`src/rtl/exec_controller.sv`:
```
`default_nettype none
// ============================================================================
//  Module      : exec_controller
//  Description : Run-control sequencer between the JTAG register bank and the
//                processing core. Turns level start/step bits into run, step
//                and pause sequencing, drives the core clock-enable and a
//                one-cycle clear, latches the run mode and keeps a saturating
//                enabled-cycle counter with an optional watchdog.
//  Revision    : 1.0 - initial release
// ============================================================================
module exec_controller #(
    parameter int CNT_W      = 32,
    parameter int WDOG_LIMIT = 0
) (
    input  logic             clk,
    input  logic             rst,
    input  logic             start,
    input  logic             step,
    input  logic             mode,
    input  logic             core_done,
    output logic             core_en,
    output logic             core_clr,
    output logic             mode_q,
    output logic             busy,
    output logic             done_flag,
    output logic             timeout_flag,
    output logic [CNT_W-1:0] perf_counter
);

    localparam logic [CNT_W-1:0] C_WDOG_LIMIT = CNT_W'(WDOG_LIMIT);
    localparam logic [CNT_W-1:0] C_ONE        = CNT_W'(1);

    typedef enum logic [2:0] {
        ST_IDLE  = 3'd0,
        ST_CLEAR = 3'd1,
        ST_RUN   = 3'd2,
        ST_STEP  = 3'd3,
        ST_PAUSE = 3'd4,
        ST_DONE  = 3'd5
    } state_t;

    state_t           r_state;
    state_t           w_state_next;
    logic             r_start_q;
    logic             r_step_q;
    logic             r_go_run;
    logic             w_go_run_next;
    logic             w_start_re;
    logic             w_step_re;
    logic             w_wdog_hit;
    logic [CNT_W-1:0] w_cnt_inc;

    // Rising-edge detection so that held levels never retrigger
    assign w_start_re = start & ~r_start_q;
    assign w_step_re  = step  & ~r_step_q;

    // Saturating increment: the counter sticks at all-ones
    assign w_cnt_inc  = (&perf_counter) ? perf_counter : perf_counter + C_ONE;

    // Watchdog compares against the count this cycle will produce
    assign w_wdog_hit = (WDOG_LIMIT != 0) && (w_cnt_inc == C_WDOG_LIMIT);

    // Next-state selection; start edges take priority over step edges
    always_comb begin
        w_state_next  = r_state;
        w_go_run_next = r_go_run;
        case (r_state)
            ST_IDLE: begin
                if (w_start_re) begin
                    w_state_next  = ST_CLEAR;
                    w_go_run_next = 1'b1;
                end else if (w_step_re) begin
                    w_state_next  = ST_CLEAR;
                    w_go_run_next = 1'b0;
                end
            end
            ST_CLEAR: w_state_next = r_go_run ? ST_RUN : ST_STEP;
            ST_RUN: begin
                if (core_done)       w_state_next = ST_DONE;
                else if (w_wdog_hit) w_state_next = ST_DONE;
                else if (w_step_re)  w_state_next = ST_PAUSE;
            end
            ST_STEP:  w_state_next = core_done ? ST_DONE : ST_PAUSE;
            ST_PAUSE: begin
                if (w_start_re)     w_state_next = ST_RUN;
                else if (w_step_re) w_state_next = ST_STEP;
            end
            ST_DONE: begin
                if (w_start_re) begin
                    w_state_next  = ST_CLEAR;
                    w_go_run_next = 1'b1;
                end
            end
            default: w_state_next = ST_IDLE;
        endcase
    end

    // State register with outputs registered from the next state
    always_ff @(posedge clk or posedge rst) begin
        if (rst) begin
            r_state      <= ST_IDLE;
            r_start_q    <= 1'b0;
            r_step_q     <= 1'b0;
            r_go_run     <= 1'b0;
            core_en      <= 1'b0;
            core_clr     <= 1'b0;
            busy         <= 1'b0;
            done_flag    <= 1'b0;
            timeout_flag <= 1'b0;
            mode_q       <= 1'b0;
            perf_counter <= '0;
        end else begin
            r_start_q <= start;
            r_step_q  <= step;
            r_state   <= w_state_next;
            r_go_run  <= w_go_run_next;
            core_en   <= (w_state_next == ST_RUN) || (w_state_next == ST_STEP);
            core_clr  <= (w_state_next == ST_CLEAR);
            busy      <= (w_state_next == ST_CLEAR) || (w_state_next == ST_RUN) ||
                         (w_state_next == ST_STEP);
            done_flag <= (w_state_next == ST_DONE);

            if (r_state == ST_CLEAR) begin
                perf_counter <= '0;
                mode_q       <= mode;
            end else if ((r_state == ST_RUN) || (r_state == ST_STEP)) begin
                perf_counter <= w_cnt_inc;
            end

            // Timeout is only visible while parked in DONE after a watchdog exit
            if (w_state_next != ST_DONE)
                timeout_flag <= 1'b0;
            else if ((r_state == ST_RUN) && !core_done && w_wdog_hit)
                timeout_flag <= 1'b1;
        end
    end

endmodule
`default_nettype wire

```
`config.mk`:
```
export PLATFORM = sky130hd
export DESIGN_NAME = exec_controller
export DESIGN_NICKNAME = d
export VERILOG_FILES = /design/src/rtl/exec_controller.sv
export SDC_FILE = /design/constraint.sdc
export NUM_CORES = 1
export LEC_CHECK = 0
export CORE_MARGIN = 2
export CORE_UTILIZATION = 30
export DETAILED_ROUTE_END_ITERATION = 8
export GPL_TIMING_DRIVEN = 0
export PLACE_DENSITY = 0.6
export SYNTH_ARGS = -nofsm -noshare
export SYNTH_HDL_FRONTEND = slang
export SYNTH_SLANG_ARGS = --single-unit
```
`constraint.sdc`:
```
create_clock -name clk -period 2.2 [get_ports clk]
set_input_delay 0.44 -clock clk [delete_from_list [all_inputs] [get_ports clk]]
set_output_delay 0.44 -clock clk [all_outputs]
set_load 0.01 [all_outputs]
```
==> impl_results.md <==
- Switching Share: between 30% and 40%
- Syn Inst Count: 247
- Cell area after synthesis: 0.00232 mm2
- Number of synthesized flops with an enable pin: 0
- Final Net Count: 312
- Cell accounting for the most synthesized area: dfrtp_1
- Critical Path Source: perf_counter[0]$_DFFE_PP0P_
- Crit path DAT: roughly 2.4 ns
- Pre-antenna DRT Iters: 4
- Kind of start point of the critical path: flip-flop
- H-tree Lvls: 2
- FMAX: 455 MHz
- Met3 Use GR: 3.70%
- Final hold vios: 0
- Biggest regs: perf_counter (32), r_state (3)
- Met1 GRT Util: 19.3%
- First-pass GRT wire length: 9830 um
- Pwr Density: 728 mW/mm2
- Worst vdd ir: 0.630 mV
- Outcome: finished clean
- Via count: 2,111
- Setup TNS: 0 ns
- Remaining global-route overflow: 0
- Final wirelength: a little over 6000 um
- Final weighted congestion in routability-driven placement: 0.810
- Multi-input logic area: 0.00125 mm2
- Reg clk slew, reported paths: 0.09 ns
- CP Class: flip-flop to flip-flop
- Vias per cell: 5.17
- Diode count: 0
- DR iter-0 viols: 58
- Total core area: ~0.0076 mm2
- Overall die width: 91.9 um
- Clock power frac: 22.1%
- Top_reg_cell synth: dfrtp_1
- GR Util met2: between 20% and 30%
- Logic pwr share: 36.1%
- Number of global-route vias before repair: about 2,000
- Fin util: 41.1%
- LEAKAGE: 0.00124 uW
- Area delta synth->final: 34.9%
- Largest net degree at the start of global routing: 26
- Min Tclk post-route: 2.20 ns
- Synth top area share: 46.5%
- GRT Resource Usage Total: 14.6%
- Share of cells above drive strength 1: 15.4%
- GR peak layer: met2
- Avg WL per Cell: 14.8 um
- Syn Area/Cell: 9.38 um2
- Max FFs per register: 32
- IO Pins: 44
- Detailed placement HPWL: 4180 um
- Sequential fraction of the synthesis area: 46.5%
- Die Y: 91.9 um
- Worst r2r src: perf_counter[0]$_DFFE_PP0P_
- Worst skew pair latency: 0.30 ns
- Pint: 1450 uW
- Count leader, synth: dfrtp_1
- IO Port Bufs: 42
- Synthesized flop and latch total: 43
- Max_cap viols: 0
- Syn_nets: between 200 and 300
- Critical path required time: about 2.4 ns
- Power, Total: 2280 uW
- CTS tree: yes
- Register area: 0.00108 mm2
- DR DRC count: 0
- CTS sink count: 43
- Remaining antenna violation count: 0
- Most frequent cells after synthesis: dfrtp_1 (43), nand2_1 (28), nor2_1 (19)
- Final period util: roughly 100%
- Setup Viol. Count Final: 0
- Clock buffer depth: 2
- Synth cell types: 50
- RSZ-0062 raised after global routing: true
- Setup crit end kind: flip-flop
- CP max FO: 4
- Die area: 0.00844 mm2
- Fillers: a little under 800
- Yosys warning count: 0
- Psw: between 800 and 900 uW
- Largest cells by area after synthesis: dfrtp_1 (46%), nand2_1 (4.5%), a21oi_1 (3.9%), nor2_1 (3.1%), or3_1 (3.0%)
- Initial antenna violation count: 0
- Clock root buffer: clkbuf_8
- FP Rows: 32
- Biggest register: perf_counter
- Total CTS buffers: 5
- Hold Path Class: input pin to async pin
- Worst clock skew: 0.00932 ns
- FFs w/ async S/R, synth: 100%
- Initial Utilization: 30.4%
- Fin. max-slew vios: 0
- Sequential power share: 41.9%
[worst max-delay path, cell delays in order (launching register included)]
cell and delay (ns):
dfrtp_1 0.40, ha_4 0.15, and4b_1 0.21, or4b_4 0.47
a311o_1 0.38, or3_1 0.36, a21oi_1 0.15
[final timing paths]
kind,endpoint,slack (ns),cells after the start
worst max-delay path,perf_counter[28]$_DFFE_PP0P_,0.002,6
worst min-delay path,core_clr$_DFF_PP0_,0.46,2
worst max register to register,perf_counter[28]$_DFFE_PP0P_,0.002,6
worst min register to register,mode_q$_DFFE_PP0N_,0.49,2
max in group asynchronous,perf_counter[17]$_DFFE_PP0P_,1.25,3
min in group clk,mode_q$_DFFE_PP0N_,0.49,2
[layout make-up]
cell class,count,area share [%]
Buffer,7,1.32
Clock buffer,6,2.32
Clock inverter,2,0.400
Inverter,6,0.721
Multi-Input combinational cell,189,40.0
Sequential cell,43,34.6
Tap cell,102,4.08
Timing Repair Buffer,53,16.5
[layout by cell type, fill, tap and decap left out, types with 6 or more instances in the layout]
cell type / count
clkdlybuf4s50_1: 42
dfrtp_1: 38
nand2_1: 28
nor2_1: 19
a21oi_1: 18
o21ai_0: 12
or3_1: 11
buf_4: 11
nand4_1: 8
nand3_1: 8
or4_1: 7
o31ai_1: 6
[power by group through the flow]
stage               Sequential, uW  Clock, uW  Combinational, uW
floorplan                      994          0                429
global placement               971          0                752
detailed placement             972          0                757
CTS                            953        517                813
global route                   966        555                914
finish                         953        503                821
[kinds of logic (layout without fill, tap and decap cells)]
group | Yosys count | after routing | synth area share [%]
and+or+nand+nor | 117 | 117 | 28.8
AOI/OAI and AO/OA | 58 | 58 | 16.5
DFF | 43 | 43 | 46.5
buffers and inverters | 15 | 74 | 2.70
xor gates and xnor gates | 7 | 7 | 2.65
muxes | 5 | 5 | 2.16
adders and majority gates | 1 | 1 | 0.540
other | 1 | 1 | 0.162
[per-stage QoR]
stage	setup slack [ns]	hold WS [ns]	area [um2]	cells
2_1_floorplan	0.0325	0.471	2320	247
3_3_place_gp	-0.227	0.466	2870	391
3_5_place_dp	-0.126	0.472	2890	392
4_1_cts	0.00324	0.471	3070	405
5_1_grt	-0.0845	0.487	3120	408
6_report	0.00155	0.459	3120	408
[timing repair]
item                                    4_1_cts  5_1_grt
buffers inserted                              5        5
cloned                                        0        0
resized for setup                             9       12
pin swaps                                     3        2
endpoints found under the setup margin       27       24
hold buffers                                  0        0
[metal layers]
| layer | up-vias | routed length [um] |
|---|---|---|
| met4 | 0 | 64 |
| met3 | 7 | 319 |
| li1 | 1033 | - |
| met1 | 1025 | 2690 |
| met5 | - | 0 |
| met2 | 46 | 2960 |
Note: power is estimated with default switching activity, not from simulation.
